==> src/rtl/tank_referee_if.sv <==
// Signal bundle between the tank referee and the two tank controllers.
// Member names match the referee's documented port names.
interface tank_referee_if;
    logic       frame_clk;
    logic [9:0] tank0_X;
    logic [9:0] tank0_Y;
    logic [9:0] tank1_X;
    logic [9:0] tank1_Y;
    logic [9:0] bullet0_X;
    logic [9:0] bullet0_Y;
    logic [9:0] bullet1_X;
    logic [9:0] bullet1_Y;
    logic [1:0] hit0;
    logic [1:0] hit1;
    logic [1:0] bull_hit0;
    logic [1:0] bull_hit1;
    logic       can_move0;
    logic       can_move1;
    logic [3:0] score0;
    logic [3:0] score1;
    logic       round_reset;
    logic [1:0] winner;
    logic [1:0] state_o;

    modport master (
        output frame_clk, tank0_X, tank0_Y, tank1_X, tank1_Y,
               bullet0_X, bullet0_Y, bullet1_X, bullet1_Y, hit0, hit1,
        input  bull_hit0, bull_hit1, can_move0, can_move1,
               score0, score1, round_reset, winner, state_o
    );

    modport slave (
        input  frame_clk, tank0_X, tank0_Y, tank1_X, tank1_Y,
               bullet0_X, bullet0_Y, bullet1_X, bullet1_Y, hit0, hit1,
        output bull_hit0, bull_hit1, can_move0, can_move1,
               score0, score1, round_reset, winner, state_o
    );
endinterface

==> src/rtl/tank_referee.sv <==
// Two-player tank game referee: collision detection, scoring, round hold/respawn
// and game-over arbitration, evaluated once per frame strobe.
module tank_referee #(
    parameter logic [9:0] TANK_SIZE   = 10'd32,
    parameter logic [9:0] BULLET_SIZE = 10'd8,
    parameter logic [3:0] WIN_SCORE   = 4'd5,
    parameter logic [7:0] HOLD_FRAMES = 8'd60
) (
    input  logic          Clk,
    input  logic          Reset,
    tank_referee_if.slave bus
);
    typedef enum logic [1:0] {
        PLAY    = 2'd0,
        HOLD    = 2'd1,
        RESPAWN = 2'd2,
        OVER    = 2'd3
    } state_t;

    state_t     r_state, w_state_nxt;
    logic       r_frame_q1, r_frame_q2, r_tick;
    logic [7:0] r_cnt, w_cnt_nxt;
    logic [3:0] r_score0, r_score1, w_score0_nxt, w_score1_nxt;
    logic [1:0] r_bull_hit0, r_bull_hit1, w_bull_hit0_nxt, w_bull_hit1_nxt;
    logic       r_can_move0, r_can_move1, w_can_move0_nxt, w_can_move1_nxt;
    logic       r_round_reset, w_round_reset_nxt;
    logic [1:0] r_winner, w_winner_nxt;

    // Box overlap in 11 bits so right/bottom edges near 1023 never wrap.
    function automatic logic f_overlap(input logic [9:0] ax, input logic [9:0] ay,
                                       input logic [9:0] as, input logic [9:0] bx,
                                       input logic [9:0] by, input logic [9:0] bs);
        f_overlap = (11'(ax) < 11'(bx) + 11'(bs)) && (11'(bx) < 11'(ax) + 11'(as)) &&
                    (11'(ay) < 11'(by) + 11'(bs)) && (11'(by) < 11'(ay) + 11'(as));
    endfunction

    logic w_live0, w_live1, w_h0, w_h1, w_bb, w_tt, w_win0, w_win1, w_hold_done;

    assign w_live0 = (bus.hit0 == 2'b01);
    assign w_live1 = (bus.hit1 == 2'b01);
    assign w_h0 = w_live0 && f_overlap(bus.bullet0_X, bus.bullet0_Y, BULLET_SIZE,
                                       bus.tank1_X, bus.tank1_Y, TANK_SIZE);
    assign w_h1 = w_live1 && f_overlap(bus.bullet1_X, bus.bullet1_Y, BULLET_SIZE,
                                       bus.tank0_X, bus.tank0_Y, TANK_SIZE);
    assign w_bb = w_live0 && w_live1 &&
                  f_overlap(bus.bullet0_X, bus.bullet0_Y, BULLET_SIZE,
                            bus.bullet1_X, bus.bullet1_Y, BULLET_SIZE);
    assign w_tt = f_overlap(bus.tank0_X, bus.tank0_Y, TANK_SIZE,
                            bus.tank1_X, bus.tank1_Y, TANK_SIZE);
    assign w_win0      = (r_score0 >= WIN_SCORE);
    assign w_win1      = (r_score1 >= WIN_SCORE);
    assign w_hold_done = (r_cnt == HOLD_FRAMES - 8'd1);

    // State register
    always_ff @(posedge Clk) begin
        if (Reset) r_state <= PLAY;
        else       r_state <= w_state_nxt;
    end

    // Next-state logic, advanced only on frame ticks
    always_comb begin
        w_state_nxt = r_state;
        if (r_tick) begin
            case (r_state)
                PLAY:    if (w_h0 || w_h1) w_state_nxt = HOLD;
                HOLD:    if (w_hold_done) w_state_nxt = (w_win0 || w_win1) ? OVER : RESPAWN;
                RESPAWN: w_state_nxt = PLAY;
                OVER:    w_state_nxt = OVER;
            endcase
        end
    end

    // Output/datapath next values; everything holds between ticks
    always_comb begin
        w_bull_hit0_nxt   = r_bull_hit0;
        w_bull_hit1_nxt   = r_bull_hit1;
        w_can_move0_nxt   = r_can_move0;
        w_can_move1_nxt   = r_can_move1;
        w_score0_nxt      = r_score0;
        w_score1_nxt      = r_score1;
        w_cnt_nxt         = r_cnt;
        w_winner_nxt      = r_winner;
        w_round_reset_nxt = 1'b0;
        if (r_tick) begin
            case (r_state)
                PLAY: begin
                    w_bull_hit0_nxt = (!w_live0 || w_h0 || w_bb) ? 2'b00 : 2'b01;
                    w_bull_hit1_nxt = (!w_live1 || w_h1 || w_bb) ? 2'b00 : 2'b01;
                    w_can_move0_nxt = !w_tt;
                    w_can_move1_nxt = !w_tt;
                    if (w_h0 && r_score0 != 4'd15) w_score0_nxt = r_score0 + 4'd1;
                    if (w_h1 && r_score1 != 4'd15) w_score1_nxt = r_score1 + 4'd1;
                    w_cnt_nxt = 8'd0;
                end
                HOLD: begin
                    w_bull_hit0_nxt = 2'b00;
                    w_bull_hit1_nxt = 2'b00;
                    w_can_move0_nxt = 1'b0;
                    w_can_move1_nxt = 1'b0;
                    w_cnt_nxt       = r_cnt + 8'd1;
                    if (w_state_nxt == OVER)    w_winner_nxt      = {w_win1, w_win0};
                    if (w_state_nxt == RESPAWN) w_round_reset_nxt = 1'b1;
                end
                RESPAWN: begin
                    w_bull_hit0_nxt = 2'b00;
                    w_bull_hit1_nxt = 2'b00;
                    w_can_move0_nxt = 1'b1;
                    w_can_move1_nxt = 1'b1;
                end
                OVER: begin
                    w_bull_hit0_nxt = 2'b00;
                    w_bull_hit1_nxt = 2'b00;
                    w_can_move0_nxt = 1'b0;
                    w_can_move1_nxt = 1'b0;
                end
            endcase
        end
    end

    // Frame strobe synchroniser, rising-edge tick and registered outputs
    always_ff @(posedge Clk) begin
        if (Reset) begin
            r_frame_q1    <= 1'b0;
            r_frame_q2    <= 1'b0;
            r_tick        <= 1'b0;
            r_cnt         <= 8'd0;
            r_score0      <= 4'd0;
            r_score1      <= 4'd0;
            r_bull_hit0   <= 2'b00;
            r_bull_hit1   <= 2'b00;
            r_can_move0   <= 1'b1;
            r_can_move1   <= 1'b1;
            r_round_reset <= 1'b0;
            r_winner      <= 2'b00;
        end else begin
            r_frame_q1    <= bus.frame_clk;
            r_frame_q2    <= r_frame_q1;
            r_tick        <= r_frame_q1 & ~r_frame_q2;
            r_cnt         <= w_cnt_nxt;
            r_score0      <= w_score0_nxt;
            r_score1      <= w_score1_nxt;
            r_bull_hit0   <= w_bull_hit0_nxt;
            r_bull_hit1   <= w_bull_hit1_nxt;
            r_can_move0   <= w_can_move0_nxt;
            r_can_move1   <= w_can_move1_nxt;
            r_round_reset <= w_round_reset_nxt;
            r_winner      <= w_winner_nxt;
        end
    end

    assign bus.bull_hit0   = r_bull_hit0;
    assign bus.bull_hit1   = r_bull_hit1;
    assign bus.can_move0   = r_can_move0;
    assign bus.can_move1   = r_can_move1;
    assign bus.score0      = r_score0;
    assign bus.score1      = r_score1;
    assign bus.round_reset = r_round_reset;
    assign bus.winner      = r_winner;
    assign bus.state_o     = r_state;
endmodule

==> src/flat_wrapper.sv <==
// flat-port wrapper written by rule: the top's interface ports become plain ports
module tank_referee_flat 
#(
    parameter logic [9:0] TANK_SIZE   = 10'd32,
    parameter logic [9:0] BULLET_SIZE = 10'd8,
    parameter logic [3:0] WIN_SCORE   = 4'd5,
    parameter logic [7:0] HOLD_FRAMES = 8'd60
)
  (Clk, Reset, bus_frame_clk, bus_tank0_X, bus_tank0_Y, bus_tank1_X, bus_tank1_Y, bus_bullet0_X, bus_bullet0_Y, bus_bullet1_X, bus_bullet1_Y, bus_hit0, bus_hit1, bus_bull_hit0, bus_bull_hit1, bus_can_move0, bus_can_move1, bus_score0, bus_score1, bus_round_reset, bus_winner, bus_state_o);
  tank_referee_if bus_i ();
  input  logic Clk;
  input  logic Reset;
  input wire logic [$bits(bus_i.frame_clk)-1:0] bus_frame_clk;
  input wire logic [$bits(bus_i.tank0_X)-1:0] bus_tank0_X;
  input wire logic [$bits(bus_i.tank0_Y)-1:0] bus_tank0_Y;
  input wire logic [$bits(bus_i.tank1_X)-1:0] bus_tank1_X;
  input wire logic [$bits(bus_i.tank1_Y)-1:0] bus_tank1_Y;
  input wire logic [$bits(bus_i.bullet0_X)-1:0] bus_bullet0_X;
  input wire logic [$bits(bus_i.bullet0_Y)-1:0] bus_bullet0_Y;
  input wire logic [$bits(bus_i.bullet1_X)-1:0] bus_bullet1_X;
  input wire logic [$bits(bus_i.bullet1_Y)-1:0] bus_bullet1_Y;
  input wire logic [$bits(bus_i.hit0)-1:0] bus_hit0;
  input wire logic [$bits(bus_i.hit1)-1:0] bus_hit1;
  output wire logic [$bits(bus_i.bull_hit0)-1:0] bus_bull_hit0;
  output wire logic [$bits(bus_i.bull_hit1)-1:0] bus_bull_hit1;
  output wire logic [$bits(bus_i.can_move0)-1:0] bus_can_move0;
  output wire logic [$bits(bus_i.can_move1)-1:0] bus_can_move1;
  output wire logic [$bits(bus_i.score0)-1:0] bus_score0;
  output wire logic [$bits(bus_i.score1)-1:0] bus_score1;
  output wire logic [$bits(bus_i.round_reset)-1:0] bus_round_reset;
  output wire logic [$bits(bus_i.winner)-1:0] bus_winner;
  output wire logic [$bits(bus_i.state_o)-1:0] bus_state_o;
  assign bus_i.frame_clk = bus_frame_clk;
  assign bus_i.tank0_X = bus_tank0_X;
  assign bus_i.tank0_Y = bus_tank0_Y;
  assign bus_i.tank1_X = bus_tank1_X;
  assign bus_i.tank1_Y = bus_tank1_Y;
  assign bus_i.bullet0_X = bus_bullet0_X;
  assign bus_i.bullet0_Y = bus_bullet0_Y;
  assign bus_i.bullet1_X = bus_bullet1_X;
  assign bus_i.bullet1_Y = bus_bullet1_Y;
  assign bus_i.hit0 = bus_hit0;
  assign bus_i.hit1 = bus_hit1;
  assign bus_bull_hit0 = bus_i.bull_hit0;
  assign bus_bull_hit1 = bus_i.bull_hit1;
  assign bus_can_move0 = bus_i.can_move0;
  assign bus_can_move1 = bus_i.can_move1;
  assign bus_score0 = bus_i.score0;
  assign bus_score1 = bus_i.score1;
  assign bus_round_reset = bus_i.round_reset;
  assign bus_winner = bus_i.winner;
  assign bus_state_o = bus_i.state_o;
  tank_referee #(.TANK_SIZE(TANK_SIZE), .BULLET_SIZE(BULLET_SIZE), .WIN_SCORE(WIN_SCORE), .HOLD_FRAMES(HOLD_FRAMES)) u_core (.Clk(Clk), .Reset(Reset), .bus(bus_i));
endmodule
==> config.mk <==
export PLATFORM = sky130hd
export DESIGN_NAME = tank_referee_flat
export DESIGN_NICKNAME = d
export VERILOG_FILES = /design/src/rtl/tank_referee_if.sv /design/src/rtl/tank_referee.sv /design/src/flat_wrapper.sv
export SDC_FILE = /design/constraint.sdc
export NUM_CORES = 1
export LEC_CHECK = 0
export ABC_CLOCK_PERIOD_IN_PS = 4800
export CORE_UTILIZATION = 40
export DETAILED_ROUTE_END_ITERATION = 8
export DONT_BUFFER_PORTS = 1
export PLACE_DENSITY_LB_ADDON = 0.12
export SLEW_MARGIN = 15
export SYNTH_ARGS = -nofsm -noshare
export SYNTH_HDL_FRONTEND = slang
export SYNTH_SLANG_ARGS = --single-unit
==> constraint.sdc <==
create_clock -name Clk -period 4.8 [get_ports Clk]
set_input_delay 1.44 -clock Clk [delete_from_list [all_inputs] [get_ports Clk]]
set_output_delay 1.44 -clock Clk [all_outputs]
set_load 0.03 [all_outputs]
# Yosys cells after proc, flatten, opt, wreduce, memory -nomap -nowiden
# Index checks and enable logic that the tools add are counted.
# totals
reg_bits	29
latch_bits	0
ram_bits	0
rom_bits	0
input_bits	87
out_inout_bits	19
elab_cells	103
memories	0
# op_classes
n_addsub	11
n_mul	0
div	0
n_lt_le_gt_ge	18
eq_ne	10
shift	0
n_mux	12
bitwise	4
reduce_logical	36
# op_table
operator	count
10-bit by 11-bit < comparator with 1-bit output	16
10-bit by 4-bit adder with 11-bit output, second input constant	4
10-bit by 6-bit adder with 11-bit output, second input constant	4
1-bit logical AND	18
8-bit one-hot mux with 2 select lines	1
3-bit AND reduction	3
4-bit by 1-bit adder with 4-bit output, second input constant	2
8-bit by 1-bit adder with 8-bit output, second input constant	1
2-bit == test, second input constant	4
8-bit by 6-bit == test with 1-bit output, second input constant	1
4-bit by 3-bit >= comparator with 1-bit output, second input constant	2
4-bit != test, second input constant	2
2-bit one-hot mux with 2 select lines	2
2-bit one-hot mux with 4 select lines	1
2-bit by 1-bit == test with 1-bit output, second input constant	3
1-bit logical OR	6
2-bit 2-to-1 mux	3
3-bit OR reduction	2
1-bit 2-to-1 mux	4
1-bit zero test	3
1-bit inverter	3
1-bit one-hot mux with 3 select lines	1
2-bit zero test	1
2-bit AND reduction	1
3 further kinds	3

# Depth between registers and ports, before layout
# depth
depth_word	12
depth_mapped	12
depth_no_buf	12

# Least setup slack after synthesis
# No wires, ideal clock.
# synth_timing
kind	in2reg
from	input bus_bullet1_X[3]
to	register u_core.r_score1[2], in the netlist u_core.bus.score1[2]
setup_time_ns	0.123
t_arrival_ns	3.977
required_ns	4.677
path_slack_ns	0.700
stages	11
path_buffers	0
cell_sequence	ha_1 xnor2_1 ha_1 a21o_1 a21o_1 a221o_1 maj3_2 nand3_2 nand4_2 or4_1 mux2_1
# synth_between
elab_chain_cells	8
word_cells_on_any_way	9
classes_between	add/sub: 1; order compare: 2; reduce/logical: 6
# synth_lines
item	line_no	rtl
start, declared	flat_wrapper.sv:20	input wire logic [$bits(bus_i.bullet1_X)-1:0] bus_bullet1_X;
10-bit by 4-bit adder with 11-bit output	tank_referee.sv:33	f_overlap = (11'(ax) < 11'(bx) + 11'(bs)) && (11'(bx) < 11'(ax) + 11'(as)) &&
10-bit by 11-bit < comparator with 1-bit output	tank_referee.sv:33	
1-bit logical AND (*) (2 in a row)	tank_referee.sv:33	
1-bit logical AND (*)	tank_referee.sv:34	(11'(ay) < 11'(by) + 11'(bs)) && (11'(by) < 11'(ay) + 11'(as));
1-bit logical AND (*)	tank_referee.sv:43	assign w_h1 = w_live1 && f_overlap(bus.bullet1_X, bus.bullet1_Y, BULLET_SIZE,
1-bit logical AND (*)	tank_referee.sv:92	if (w_h1 && r_score1 != 4'd15) w_score1_nxt = r_score1 + 4'd1;
3-bit AND reduction (no source line) (*)	--	
end signal, assigned	tank_referee.sv:141	r_score1 <= w_score1_nxt;
end, declared	tank_referee.sv:23	logic [3:0] r_score0, r_score1, w_score0_nxt, w_score1_nxt;
# Every way passes the cells marked *; elsewhere a longest branch is shown, timed or not.
# A chain may end at the register's enable or synchronous reset.

# Worst setup path after layout
# layout_timing
from	input bus_bullet1_Y[3]
to	register u_core.r_score1[2], in the netlist u_core.bus.score1[2]
# layout_between
elab_chain_cells	6
word_cells_on_any_way	8
classes_between	add/sub: 1; order compare: 2; reduce/logical: 5
# layout_lines
item	line_no	rtl
start, declared	flat_wrapper.sv:21	input wire logic [$bits(bus_i.bullet1_Y)-1:0] bus_bullet1_Y;
10-bit by 4-bit adder with 11-bit output / 10-bit by 11-bit < comparator with 1-bit output (equally long branches)	tank_referee.sv:34	
10-bit by 11-bit < comparator with 1-bit output / 1-bit logical AND (equally long branches)	tank_referee.sv:34, tank_referee.sv:33	
1-bit logical AND (*)	tank_referee.sv:34	
1-bit logical AND (*)	tank_referee.sv:43	
1-bit logical AND (*)	tank_referee.sv:92	
3-bit AND reduction (no source line) (*)	--	
# Marks and branches as above.

==> results.py <==
metrics = {
    "min_path": {
        "whs_path_depth": 1,
        "hold_path_class": "flip-flop to flip-flop",
        "hp-start": "u_core.r_frame_q2$_SDFF_PP0_",
        "holdPathEnd": "u_core.r_tick$_SDFF_PP0_",
    },
    "synthesis": {
        "yosysWarnings": 0,
        "synth-main-ff-cell": "dfxtp_1",
        "synth_xor_area_frac": 0.0614,
        "synth_compound_area_frac": 0.204,
        "synth.top_cell.area_share": 0.368,
        "async_flop_share": 0,
        "ys_seq_area_frac": 0.105,
        "ys_ff_latch": 27,
        "synth_adder_area_share": 0.372,
        "synth-simple-area-share": 0.197,
        "synth_cells": 626,
        "synthTopCellsByArea": "ha_1, dfxtp_1, nand3_1, xor2_1, a21oi_1",
        "syn_avg_cell_area_um2": 8.21,
        "synth_edf_count": 0,
        "synth.largest_area_cell": "ha_1",
        "synth_top_cells_by_count": "ha_1, inv_1, nand3_1",
        "synth_top_family_by_area": "adder cells",
        "synth_cell_type_count": 63,
        "yosys-mux-area-fraction": 0.0168,
        "syn_area_um2": 5140,
        "yosysMostFrequentCell": "ha_1",
    },
    "floorplan": {
        "fp.coreArea_um2": 12600,
        "die_area_um2": 13300,
        "rows": 41,
        "die_h_um": 115,
        "dieWidth_um": 115,
        "initial_core_util": 0.409,
        "ios": 106,
    },
    "clock_tree": {
        "path_clk_slew_ns": 0.06,
        "cts_setup_buffers": 0,
        "tritoncts": "yes",
        "root_buffer": "clkbuf_16",
        "cts_buffers": 3,
        "cts_buffer_depth": 2,
        "h-tree-depth": 1,
        "clk_latency_ns": 0.26,
        "cts_resized": 0,
        "holdBufCountCts": 0,
        "cts.sinks": 27,
    },
    "global_routing": {
        "antenna_found_initial": 0,
        "grt_use_total": 0.216,
        "grt_pass1_vias": 4526,
        "grt_overflow": 0,
        "grt_pass1_wl_um": 22700,
        "grt_start_max_net_pins": 30,
    },
    "timing": {
        "finalClockSkew_ns": 0.00298,
        "setup_slack_ns": 0.747,
        "hold_viol": 0,
        "layout_min_cycle_time_ns": 4.05,
        "setup_violations": 0,
        "setup-tns-final_ns": 0,
        "fmax_mhz": 247,
        "rsz0062_at_grt": "false",
        "slew_violations": 0,
        "period_share": 0.844,
        "slew_headroom": 0.448,
        "tightest_slew_ns": 0.827,
    },
    "critical_path": {
        "cp-end-kind": "flip-flop",
        "r2r_slack_ns": 2.58,
        "start_kind": "input pin",
        "cp_cell_sequence": "ha_1 -> and3_1 -> xnor2_1 -> ha_1 -> a21o_1 -> nand3_1 -> a21oi_1 -> a221oi_1 -> nand4_2 -> or4_1 -> mux2_1",
        "rr_endpoint": "u_core.bus.winner[1]$_SDFFE_PP0P_",
        "max_stage_delay_ns": 0.45,
        "cp_slowest_cell": "a221oi_1",
        "worstSetupPathType": "input pin to flip-flop",
        "r2r-start": "u_core.bus.score0[0]$_SDFFE_PP0P_",
        "critPathMaxFanout": 6,
        "worst-path-buf-inv": 0,
        "cp_common_cell": "ha_1",
        "worst-endpoint-arrival_ns": 4.20,
        "worstPathRequired_ns": 4.95,
        "r2r_cells": 10,
        "path_delay_family": "simple AND/OR/NAND/NOR gates",
    },
    "detailed_routing": {
        "vias": 4581,
        "drt_iter0_markers": 279,
        "vias_per_cell": 5.77,
        "ant_nets": 0,
        "wl_per_cell_um": 17.9,
        "drc": 0,
        "wl_um": 14200,
        "dr.pass1.iters": 4,
    },
    "placed_design": {
        "dpl-instance-area_um2": 5310,
        "numPortBuffers": 0,
        "hpwlAfterDp_um": 12300,
        "pre_cts_slack_ns": 0.465,
        "place_congestion": 0.926,
    },
    "run": {
        "maxCapViolCount": 0,
    },
    "power": {
        "p_per_area_nw_per_um2": 144,
        "ir_worst_vdd_mv": 0.117,
        "power.leakage_nw": 2.45,
    },
    "finish": {
        "final_cell_area_um2": 5390,
        "drive_gt1_frac": 0.0257,
        "fin_nets": 861,
        "syn2layout_area_growth_pct": 4.90,
        "n_antenna_cell": 0,
    },
    "status": {
        "status": "completed",
    },
}
layout make-up:
class | instances | area [um2]
multi-input combinational | 544 | 4380
fill | 1289 | 7180
clock buffer | 4 | 78.8
sequential | 27 | 541
tap | 172 | 215
inverter | 47 | 176
worst reg2reg max path: cells and delay by family (launching register included):
family / cells / cell delay, ns
flip-flops: 1 / 0.65
adder cells (fa/ha/maj): 1 / 0.21
AO/OA/AOI/OAI: 3 / 0.28
AND/OR/NAND/NOR: 5 / 0.93
buffers and inverters: 1 / 0.10
cell usage in the layout, fill, tap and decap left out, types with 3 or more instances in the layout:
cell type,synthesis,layout
xor2_1,22,22
nor4_1,4,4
clkbuf_16,0,3
and2_1,3,3
nand2b_1,22,22
nand3b_1,3,3
mux2i_1,3,3
and4_1,3,3
nor2_1,37,37
nand2_1,27,27
a21o_1,19,19
o21a_1,11,11
nor3_1,5,5
dfxtp_1,27,27
nand4_1,10,10
a2111oi_0,7,7
mux2_2,4,4
or2_2,4,4
a311oi_1,4,4
o211ai_1,5,5
nand3_1,39,39
a211oi_1,8,8
and3_1,10,10
xnor2_1,14,14
ha_1,151,151
o21ai_0,28,28
inv_1,47,47
a21oi_1,36,36
a31oi_1,6,6
nor2b_1,15,15
o2111ai_1,7,7
metrics by stage:
stage	utilization	total power, mW	cells	hold WS [ns]
global placement	0.422	0.582	790	0.379
CTS	0.429	0.780	794	0.392
detailed placement	0.422	0.591	790	0.380
floorplan	-	0.513	627	0.367
finish	0.429	0.774	794	0.391
global route	0.429	0.844	794	0.418
cells by family after synthesis:
family	count (synthesis)
other cells	1
buf+inv	56
flops	27
compound gates	154
xor+xnor	36
fa+ha+maj	153
simple gates	191
mux	8
worst max-delay path by stage:
| stage | startpoint | end | slack, ns | cells past startpoint |
|---|---|---|---|---|
| floorplan | bus_bullet1_X[3] | u_core.bus.score1[2]$_SDFFE_PP0P_ | 0.70 | 11 |
| global placement | bus_bullet1_Y[3] | u_core.bus.score1[2]$_SDFFE_PP0P_ | 0.54 | 11 |
| detailed placement | bus_bullet1_Y[3] | u_core.bus.score1[2]$_SDFFE_PP0P_ | 0.47 | 11 |
| CTS | bus_bullet1_Y[3] | u_core.bus.score1[2]$_SDFFE_PP0P_ | 0.74 | 11 |
| global route | bus_bullet1_Y[3] | u_core.bus.score1[2]$_SDFFE_PP0P_ | 0.55 | 11 |
| finish | bus_bullet1_Y[3] | u_core.bus.score1[2]$_SDFFE_PP0P_ | 0.75 | 11 |
registers in the layout (all words and copies together), names as in the netlist:
| name | cells |
|---|---|
| u_core.r_cnt | 8 |
| u_core.bus.score0 | 4 |
| u_core.bus.score1 | 4 |
| u_core.bus.state_o | 2 |
| u_core.bus.winner | 2 |
| u_core.bus.bull_hit0 | 1 |
| u_core.bus.bull_hit1 | 1 |
| u_core.bus.can_move0 | 1 |
| u_core.bus.round_reset | 1 |
| u_core.r_frame_q1 | 1 |
| u_core.r_frame_q2 | 1 |
| u_core.r_tick | 1 |
routing by layer:
metal  GRT usage  part of all wire  vias to the layer above
met5           0                 0                        -
met1       0.271              0.44                     2139
li1            -                 -                     2312
met4      0.0615             0.019                        0
met3      0.0279             0.053                       17
met2       0.386              0.49                      113
power breakdown:
part	total, mW	switching (mW)	internal (mW)
combinational	0.358	0.192	0.166
clock	0.187	0.0736	0.114
sequential	0.229	0.00355	0.226
Note: power is estimated with default switching activity, not from simulation.
